===== src/rtl/ni_packet_injector.sv =====
// Source-side packetiser: turns a (dest, length) request plus a payload stream into
// head/body/tail flits on one credit-checked VC, one packet in flight at a time.
module ni_packet_injector #(
    parameter int VC_NUM         = 2,
    parameter int BUFFER_SIZE    = 8,
    parameter int MESH_SIZE      = 4,
    parameter int DEST_ADDR_SIZE = 3,
    parameter int X_CURRENT      = MESH_SIZE / 2,
    parameter int Y_CURRENT      = MESH_SIZE / 2,
    parameter int MAX_PKT_LEN    = 8,
    parameter int DATA_WIDTH     = 32,
    localparam int LEN_W  = $clog2(MAX_PKT_LEN + 1),
    localparam int VC_W   = (VC_NUM > 1) ? $clog2(VC_NUM) : 1,
    localparam int CRED_W = $clog2(BUFFER_SIZE + 1)
) (
    input  logic                      clk,
    input  logic                      rst,
    input  logic                      req_valid_i,
    output logic                      req_ready_o,
    input  logic [DEST_ADDR_SIZE-1:0] req_x_dest_i,
    input  logic [DEST_ADDR_SIZE-1:0] req_y_dest_i,
    input  logic [LEN_W-1:0]          req_len_i,
    input  logic                      pl_valid_i,
    input  logic [DATA_WIDTH-1:0]     pl_data_i,
    output logic                      pl_ready_o,
    output logic                      flit_valid_o,
    output logic [1:0]                flit_type_o,
    output logic [VC_W-1:0]           flit_vc_o,
    output logic [DEST_ADDR_SIZE-1:0] flit_x_dest_o,
    output logic [DEST_ADDR_SIZE-1:0] flit_y_dest_o,
    output logic [DATA_WIDTH-1:0]     flit_data_o,
    input  logic [VC_NUM-1:0]         credit_i,
    output logic                      err_o
);

    localparam logic [1:0] FT_HEAD     = 2'd0;
    localparam logic [1:0] FT_BODY     = 2'd1;
    localparam logic [1:0] FT_TAIL     = 2'd2;
    localparam logic [1:0] FT_HEADTAIL = 2'd3;

    localparam logic [DEST_ADDR_SIZE-1:0] MAX_COORD = DEST_ADDR_SIZE'(MESH_SIZE - 1);
    localparam logic [LEN_W-1:0]          MAX_LEN   = LEN_W'(MAX_PKT_LEN);
    localparam logic [LEN_W-1:0]          ONE_LEN   = LEN_W'(1);
    localparam logic [CRED_W-1:0]         CRED_MAX  = CRED_W'(BUFFER_SIZE);
    localparam logic [CRED_W-1:0]         CRED_ONE  = CRED_W'(1);

    generate
        if (X_CURRENT >= MESH_SIZE || Y_CURRENT >= MESH_SIZE || MAX_PKT_LEN < 1) begin : g_bad_params
            $error("ni_packet_injector: router coordinates or MAX_PKT_LEN out of range");
        end
    endgenerate

    typedef enum logic [1:0] {
        ST_IDLE,
        ST_HEAD,
        ST_BODY
    } state_t;

    state_t                    state_q, state_d;
    logic [DEST_ADDR_SIZE-1:0] x_q, x_d, y_q, y_d;
    logic [LEN_W-1:0]          rem_q, rem_d;
    logic [VC_W-1:0]           vc_q, vc_d;

    logic                      flit_valid_q, flit_valid_d;
    logic [1:0]                flit_type_q, flit_type_d;
    logic [VC_W-1:0]           flit_vc_q, flit_vc_d;
    logic [DEST_ADDR_SIZE-1:0] flit_x_q, flit_x_d, flit_y_q, flit_y_d;
    logic [DATA_WIDTH-1:0]     flit_data_q, flit_data_d;
    logic                      err_q, err_d;

    logic                      issue;
    logic [VC_W-1:0]           issue_vc;
    logic                      pl_take;
    logic                      req_bad;
    logic [VC_NUM-1:0]         vc_has_credit;
    logic [VC_NUM-1:0]         cred_ovf;
    logic                      any_credit;
    logic [VC_W-1:0]           lowest_vc;

    // Per-VC credit counters; issue and return on the same edge cancel out.
    genvar gi;
    generate
        for (gi = 0; gi < VC_NUM; gi++) begin : g_vc
            logic [CRED_W-1:0] credit_q, credit_d;
            logic              take;
            logic              ovf;

            assign take = issue && (issue_vc == VC_W'(gi));

            always_comb begin
                credit_d = credit_q;
                ovf      = 1'b0;
                if (take && !credit_i[gi]) begin
                    credit_d = credit_q - CRED_ONE;
                end else if (!take && credit_i[gi]) begin
                    if (credit_q == CRED_MAX) begin
                        ovf = 1'b1;
                    end else begin
                        credit_d = credit_q + CRED_ONE;
                    end
                end
            end

            always_ff @(posedge clk) begin
                if (rst) begin
                    credit_q <= CRED_MAX;
                end else begin
                    credit_q <= credit_d;
                end
            end

            assign vc_has_credit[gi] = (credit_q != '0);
            assign cred_ovf[gi]      = ovf;
        end
    endgenerate

    always_comb begin
        any_credit = 1'b0;
        lowest_vc  = '0;
        for (int v = VC_NUM - 1; v >= 0; v--) begin
            if (vc_has_credit[v]) begin
                any_credit = 1'b1;
                lowest_vc  = VC_W'(v);
            end
        end
    end

    assign req_bad = (req_x_dest_i > MAX_COORD) || (req_y_dest_i > MAX_COORD) ||
                     (req_len_i == '0) || (req_len_i > MAX_LEN);

    always_comb begin
        state_d     = state_q;
        x_d         = x_q;
        y_d         = y_q;
        rem_d       = rem_q;
        vc_d        = vc_q;
        issue       = 1'b0;
        issue_vc    = vc_q;
        pl_take     = 1'b0;
        flit_type_d = FT_HEAD;
        flit_x_d    = '0;
        flit_y_d    = '0;
        flit_data_d = '0;
        err_d       = |cred_ovf;

        case (state_q)
            ST_IDLE: begin
                if (req_valid_i) begin
                    if (req_bad) begin
                        err_d = 1'b1;
                    end else begin
                        x_d     = req_x_dest_i;
                        y_d     = req_y_dest_i;
                        rem_d   = req_len_i;
                        state_d = ST_HEAD;
                    end
                end
            end
            ST_HEAD: begin
                if (any_credit) begin
                    issue    = 1'b1;
                    issue_vc = lowest_vc;
                    vc_d     = lowest_vc;
                    flit_x_d = x_q;
                    flit_y_d = y_q;
                    rem_d    = rem_q - ONE_LEN;
                    if (rem_q == ONE_LEN) begin
                        flit_type_d = FT_HEADTAIL;
                        state_d     = ST_IDLE;
                    end else begin
                        flit_type_d = FT_HEAD;
                        state_d     = ST_BODY;
                    end
                end
            end
            ST_BODY: begin
                // Locked to vc_q for the rest of the packet, whatever other VCs hold.
                if (vc_has_credit[vc_q] && pl_valid_i) begin
                    issue       = 1'b1;
                    pl_take     = 1'b1;
                    flit_data_d = pl_data_i;
                    rem_d       = rem_q - ONE_LEN;
                    if (rem_q == ONE_LEN) begin
                        flit_type_d = FT_TAIL;
                        state_d     = ST_IDLE;
                    end else begin
                        flit_type_d = FT_BODY;
                    end
                end
            end
            default: state_d = ST_IDLE;
        endcase

        flit_valid_d = issue;
        flit_vc_d    = issue_vc;
    end

    always_ff @(posedge clk) begin
        if (rst) begin
            state_q      <= ST_IDLE;
            x_q          <= '0;
            y_q          <= '0;
            rem_q        <= '0;
            vc_q         <= '0;
            flit_valid_q <= 1'b0;
            flit_type_q  <= '0;
            flit_vc_q    <= '0;
            flit_x_q     <= '0;
            flit_y_q     <= '0;
            flit_data_q  <= '0;
            err_q        <= 1'b0;
        end else begin
            state_q      <= state_d;
            x_q          <= x_d;
            y_q          <= y_d;
            rem_q        <= rem_d;
            vc_q         <= vc_d;
            flit_valid_q <= flit_valid_d;
            flit_type_q  <= flit_type_d;
            flit_vc_q    <= flit_vc_d;
            flit_x_q     <= flit_x_d;
            flit_y_q     <= flit_y_d;
            flit_data_q  <= flit_data_d;
            err_q        <= err_d;
        end
    end

    assign req_ready_o   = (state_q == ST_IDLE) && !rst;
    assign pl_ready_o    = pl_take && !rst;
    assign flit_valid_o  = flit_valid_q;
    assign flit_type_o   = flit_type_q;
    assign flit_vc_o     = flit_vc_q;
    assign flit_x_dest_o = flit_x_q;
    assign flit_y_dest_o = flit_y_q;
    assign flit_data_o   = flit_data_q;
    assign err_o         = err_q;

endmodule


===== config.mk =====
export PLATFORM = sky130hd
export DESIGN_NAME = ni_packet_injector
export DESIGN_NICKNAME = d
export VERILOG_FILES = /design/src/rtl/ni_packet_injector.sv
export SDC_FILE = /design/constraint.sdc
export NUM_CORES = 1
export LEC_CHECK = 0
export ABC_CLOCK_PERIOD_IN_PS = 6500
export CORE_MARGIN = 10
export CORE_UTILIZATION = 45
export DETAILED_ROUTE_END_ITERATION = 8
export GPL_ROUTABILITY_DRIVEN = 1
export HOLD_SLACK_MARGIN = 0.05
export PLACE_DENSITY = 0.88
export SYNTH_ARGS = -nofsm -noshare
export SYNTH_HDL_FRONTEND = slang
export SYNTH_SLANG_ARGS = --single-unit

===== constraint.sdc =====
create_clock -name clk -period 6.5 [get_ports clk]
set_clock_uncertainty 0.2 [all_clocks]
set_input_delay 1.625 -clock clk [delete_from_list [all_inputs] [get_ports clk]]
set_output_delay 1.625 -clock clk [all_outputs]
set_load 0.01 [all_outputs]

==> reports/qor.csv, run 1 <==
stage,metric,value,unit
yosys,avgSynthCellArea,10.2,um2
critical_path,r2r_end,g_vc[1].credit_q[2]$_SDFFE_PP0P_,
clocking,cts_setup_buffers,0,
yosys,ys.flop_type,dfxtp_1,
placed_design,placed_cells,412,
placed_design,dp_hpwl,5050,um
critical_path,reg2reg_from,state_q[1]$_SDFFE_PP0P_,
critical_path,crit_required,4.68,ns
yosys,syn_area,2600,um2
yosys,ys_seq_area_frac,0.485,
detailed_routing,vias,2111,
critical_path,crit_top_cell,clkdlybuf4s50_1,
yosys,post-synth-top-count-cell,dfxtp_1,
clocking,cts_resized,0,
floorplanning,core-area,5570,um2
critical_path,crit_chain,"clkdlybuf4s50_1, and3b_1, a2bb2oi_4, nor2_2, buf_4, clkdlybuf4s50_1",
timing,fin_setup_tns,0,ns
yosys,synth_area_leader_cell,dfxtp_1,
floorplanning,rows,27,
clocking,cts.sinks,63,
clocking,htreeDepth,3,
placed_design,placement.setup.worst_slack,1.25,ns
critical_path,endpoint,pl_ready_o,
cells_and_area,antennaDiodeCount,0,
critical_path,crit_path_start,pl_valid_i,
power,p_leak,1.47,nW
clocking,clk_pin_slew_worst_paths,0.07,ns
global_routing,grt_pass1_wl,10500,um
timing,rsz0062_at_grt,false,
detailed_routing,initialDrtViolationCount,117,
timing,period_share,0.809,
floorplanning,start_util,0.467,
placed_design,port-buffer-count,92,
detailed_routing,vias_per_cell,4.93,
critical_path,reg2reg_depth,14,
critical_path,cp_max_fo,33,
min_path,hold_path.class,reg -> reg,
detailed_routing,drc,0,
global_routing,grt_usage,0.146,
critical_path,end_kind,output port,
detailed_routing,drtPass1Iterations,4,
power,powerDensity,260,nW/um2
yosys,synth_edf_count,0,
yosys,synth_fp_nets,317,
yosys,synth_top_area_share,0.485,
detailed_routing,wire_per_inst,15.9,um
floorplanning,die_x,96.0,um
cells_and_area,area_delta_synth_final,44.2,%
timing,slew_headroom,0.508,
cells_and_area,drive_gt1_frac,0.0927,
clocking,clock_latency,0.34,ns
floorplanning,dieHeight,96.0,um
timing,drv_slew,0,
placed_design,gp_congestion,0.804,
clocking,ctsHoldBuffers,0,
global_routing,grt_max_degree,34,
critical_path,crit_slowest_cell,clkdlybuf4s50_1,
clocking,cts_root_buf,clkbuf_8,
power,finalPower,977,uW
flow_run,maxCapViolations,0,
yosys,synth_async_sr_flop_share,0,
critical_path,slowest_delay,0.60,ns
critical_path,startpoint_type,input pin,
yosys,synth_common_cells,"63 x dfxtp_1, 32 x and2_1, 20 x nor2_1",
critical_path,critPathKind,in -> out,
floorplanning,io-pin-count,93,
yosys,syn_inst,256,
clocking,cts_tree,yes,
cells_and_area,final_cells,428,
yosys,synth_area_leaders,"dfxtp_1 48%, and2_1 7.7%, ha_1 6.3%, nor2_1 2.9%, mux2i_1 2.7%",
clocking,clock_path_buffers,2,
global_routing,grt.overflow.total,0,
detailed_routing,ant_nets,0,
timing,worst_hold_slack,0.272,ns
floorplanning,die_area,9220,um2
clocking,numCtsBuffers,9,
timing,fmax,190,MHz
yosys,ys_ff_latch,63,
timing,finalWorstSetupSlack,1.24,ns
critical_path,r2r_slack,3.26,ns
detailed_routing,totalWireLength,6820,um
global_routing,antenna_found_initial,0,
cells_and_area,nets,412,
timing,hold_viol,0,
cells_and_area,nFillCells,424,
outcome,status,"complete, no violations",
timing,setup_viol,0,
timing,worst_pin_slew,0.738,ns
critical_path,arrival,3.44,ns
timing,min_period,5.26,ns
yosys,ys_types,43,
power,peakVddDrop,0.000188,V
yosys,yosysWarnings,0,
global_routing,grt_pass1_vias,2126,
## where the power goes
group,total (mW),switching (mW),leakage (nW),internal [mW]
Sequential,0.426,0.0175,0.509,0.408
Combinational,0.234,0.119,0.865,0.115
Clock,0.317,0.148,0.0946,0.169
## cell families after synthesis
kind of cell,share of synthesized area
AOI/OAI and AO/OA,0.108
xor gates and xnor gates,0.0370
adders and majority gates,0.0625
buffers and inverters,0.0471
DFF,0.485
muxes,0.0327
and+or+nand+nor,0.228
## layout by cell type (no fill, tap or decap), types with 3 or more instances in the layout
master            n
clkdlybuf4s50_1  92
dfxtp_1          63
and2_1           32
nor2_1           20
inv_1            14
ha_1             13
clkbuf_8         12
nand2_1          10
a21oi_1           9
and3_1            8
mux2i_1           7
nand3_1           7
xor2_1            6
nor3_1            6
xnor2_1           5
nor3b_1           4
o21ai_0           3
a211oi_1          3
o21ai_1           3
a31oi_1           3
## how the worst min path moves through the flow
stage | startpoint | endpoint | slack, ns | depth (start not counted)
detailed placement | x_q[2]$_SDFFE_PP0P_ | flit_x_dest_o[2]$_SDFF_PP0_ | 0.26 | 1
global route | x_q[2]$_SDFFE_PP0P_ | flit_x_dest_o[2]$_SDFF_PP0_ | 0.29 | 1
CTS | x_q[2]$_SDFFE_PP0P_ | flit_x_dest_o[2]$_SDFF_PP0_ | 0.27 | 1
floorplan | x_q[2]$_SDFFE_PP0P_ | flit_x_dest_o[2]$_SDFF_PP0_ | 0.24 | 1
global placement | y_q[2]$_SDFFE_PP0P_ | flit_y_dest_o[2]$_SDFF_PP0_ | 0.26 | 1
finish | x_q[2]$_SDFFE_PP0P_ | x_q[2]$_SDFFE_PP0P_ | 0.27 | 1
## per-stage QoR
stage	instance area (um2)	utilization
6_report	3750	0.673
4_1_cts	3750	0.673
3_5_place_dp	3560	0.638
5_1_grt	3750	0.673
2_1_floorplan	2600	-
3_3_place_gp	3560	0.638
## sequential cells by signal, indices dropped and copies added, names as in the netlist, 2 cells and up
| register | flops |
|---|---|
| flit_data_o | 32 |
| g_vc.credit_q | 8 |
| rem_q | 4 |
| flit_x_dest_o | 3 |
| flit_y_dest_o | 3 |
| x_q | 3 |
| y_q | 3 |
| flit_type_o | 2 |
| state_q | 2 |
## layer usage
metal | vias up | wire length (um) | track usage
li1 | 1052 | - | -
met1 | 980 | 2700 | 0.159
met2 | 71 | 3610 | 0.254
met3 | 8 | 445 | 0.0576
met4 | 0 | 66 | 0.0479
met5 | - | 0 | 0
## worst max-delay path, delay by kind of cell
family,cells,cell delay [ns]
compound gates,1,0.10
buf+inv,3,1.38
simple gates,2,0.32
## area by class of cell
class,count,area (um2),share of cell area
clock buffers,12,165,0.0440
clock inverters,4,28.8,0.00767
inverters,14,52.6,0.0140
multi-input cells,169,1220,0.325
flip-flops and latches,63,1260,0.336
well taps,72,90.1,0.0240
repair buffers,94,936,0.249
No activity file was read; power rests on OpenSTA's default activity.
==> run 2, diff against run 1 <==
- ABC_CLOCK_PERIOD_IN_PS: 6500 -> 5300
- CORE_UTILIZATION: 45 -> 44
- PLACE_DENSITY: 0.88 -> 0.87
- clock period: 6.5 -> 5.3 ns (I/O delays scaled with it)
==> reports/qor.csv, run 2 (synthesized netlist as in run 1, its figures left out) <==
stage,metric,value,unit
clocking,cts_tree,yes,
global_routing,grt_pass1_vias,2105,
power,p_leak,1.46,nW
detailed_routing,vias,2087,
timing,period_share,0.827,
cells_and_area,mostFrequentLayoutCells,"92 x clkdlybuf4s50_1, 63 x dfxtp_1, 32 x and2_1",
timing,min_period,4.38,ns
cells_and_area,final_cells,428,
clocking,ctsHoldBuffers,0,
timing,setup_viol,0,
timing,fmax,228,MHz
critical_path,cp_max_fo,4,
detailed_routing,vias_per_cell,4.88,
flow_run,maxCapViolations,0,
clocking,cts_resized,0,
placed_design,dp_hpwl,5220,um
detailed_routing,drtPass1Iterations,4,
placed_design,placed_cell_area,3560,um2
detailed_routing,totalWireLength,6610,um
critical_path,reg2reg_from,state_q[1]$_SDFFE_PP0P_,
clocking,cts_setup_buffers,0,
critical_path,endpoint,pl_ready_o,
detailed_routing,initialDrtViolationCount,83,
power,peakVddDrop,0.000264,V
global_routing,grt_pass1_wl,10600,um
outcome,status,"complete, no violations",
floorplanning,core-area,5610,um2
floorplanning,die_x,96.9,um
clocking,numCtsBuffers,9,
floorplanning,start_util,0.464,
placed_design,gp_congestion,0.843,
clocking,cts_root_buf,clkbuf_8,
cells_and_area,nFillCells,456,
cells_and_area,antennaDiodeCount,0,
power,powerDensity,314,nW/um2
cells_and_area,stdcell_area,3730,um2
placed_design,placed_cells,412,
timing,rsz0062_at_grt,false,
timing,worst_pin_slew,0.721,ns
cells_and_area,drive_gt1_frac,0.0899,
global_routing,antenna_found_initial,0,
critical_path,r2r_end,g_vc[1].credit_q[2]$_SDFFE_PP0P_,
global_routing,grt_max_degree,33,
clocking,clock_latency,0.33,ns
timing,drv_slew,0,
min_path,hold_path.class,reg -> reg,
timing,fin_setup_tns,0,ns
critical_path,end_kind,output port,
critical_path,reg2reg_depth,14,
detailed_routing,ant_nets,0,
global_routing,grt.overflow.total,0,
floorplanning,dieHeight,96.9,um
clocking,clk_pin_slew_worst_paths,0.06,ns
detailed_routing,drc,0,
critical_path,critPathKind,in -> out,
placed_design,port-buffer-count,92,
clocking,htreeDepth,3,
cells_and_area,utilization,0.666,
cells_and_area,layout_commonest_cell,clkdlybuf4s50_1,
critical_path,crit_path_start,pl_valid_i,
cells_and_area,nets,412,
critical_path,r2r_slack,2.13,ns
critical_path,crit_required,3.77,ns
critical_path,startpoint_type,input pin,
timing,hold_viol,0,
floorplanning,rows,27,
power,finalPower,1.17,mW
global_routing,grt_usage,0.138,
floorplanning,io-pin-count,93,
detailed_routing,wire_per_inst,15.4,um
critical_path,arrival,2.86,ns
clocking,clock_path_buffers,2,
clocking,cts.sinks,63,
cells_and_area,largest_reg_flops,32,
floorplanning,die_area,9390,um2
cells_and_area,area_delta_synth_final,43.5,%
timing,slew_headroom,0.519,
-- run 2: cell types whose count changed in the layout (fill, tap and decap cells not counted) --
cell / before / now
clkbuf_1: 0 / 1
clkbuf_8: 12 / 10
clkinv_2: 1 / 2
-- run 2: stage by stage --
stage | hold WS, ns | worst slack (ns)
2_1_floorplan | 0.244 | 1.81
3_3_place_gp | 0.258 | 0.946
3_5_place_dp | 0.267 | 0.930
4_1_cts | 0.276 | 0.910
5_1_grt | 0.296 | 0.842
6_report | 0.275 | 0.918
-- run 2: final cells by class --
cell class | instances | area [um2] | area share
sequential | 63 | 1260 | 0.338
multi-input combinational | 169 | 1220 | 0.326
timing repair buffer | 94 | 936 | 0.251
clock buffer | 11 | 141 | 0.0379
tap | 72 | 90.1 | 0.0241
inverter | 14 | 52.6 | 0.0141
clock inverter | 5 | 33.8 | 0.00905
-- run 2: worst min path at each step --
stage,startpoint,to,slack (ns),cells past startpoint
finish,y_q[2]$_SDFFE_PP0P_,y_q[2]$_SDFFE_PP0P_,0.27,1
floorplan,x_q[2]$_SDFFE_PP0P_,flit_x_dest_o[2]$_SDFF_PP0_,0.24,1
global route,x_q[2]$_SDFFE_PP0P_,x_q[2]$_SDFFE_PP0P_,0.30,1
global placement,y_q[1]$_SDFFE_PP0P_,flit_y_dest_o[1]$_SDFF_PP0_,0.26,1
CTS,y_q[2]$_SDFFE_PP0P_,y_q[2]$_SDFFE_PP0P_,0.28,1
detailed placement,x_q[1]$_SDFFE_PP0P_,flit_x_dest_o[1]$_SDFF_PP0_,0.27,1
-- run 2: worst max-delay path: stages --
cell	delay, ns
clkdlybuf4s50_1	0.51
and3b_1	0.24
a2bb2oi_4	0.09
nor2_2	0.10
clkdlybuf4s50_1	0.59
-- run 2: power by group --
part,switching (mW),internal [mW]
Clock,0.182,0.181
Combinational,0.147,0.141
Sequential,0.0210,0.500
Total,0.350,0.823
-- run 2: metal layers --
metal / global-route usage / up-vias / wire length [um]
met4: 0.0643 / 0 / 87
met1: 0.138 / 973 / 2520
li1: - / 1056 / -
met3: 0.0433 / 7 / 348
met2: 0.254 / 51 / 3650
met5: 0 / - / 0
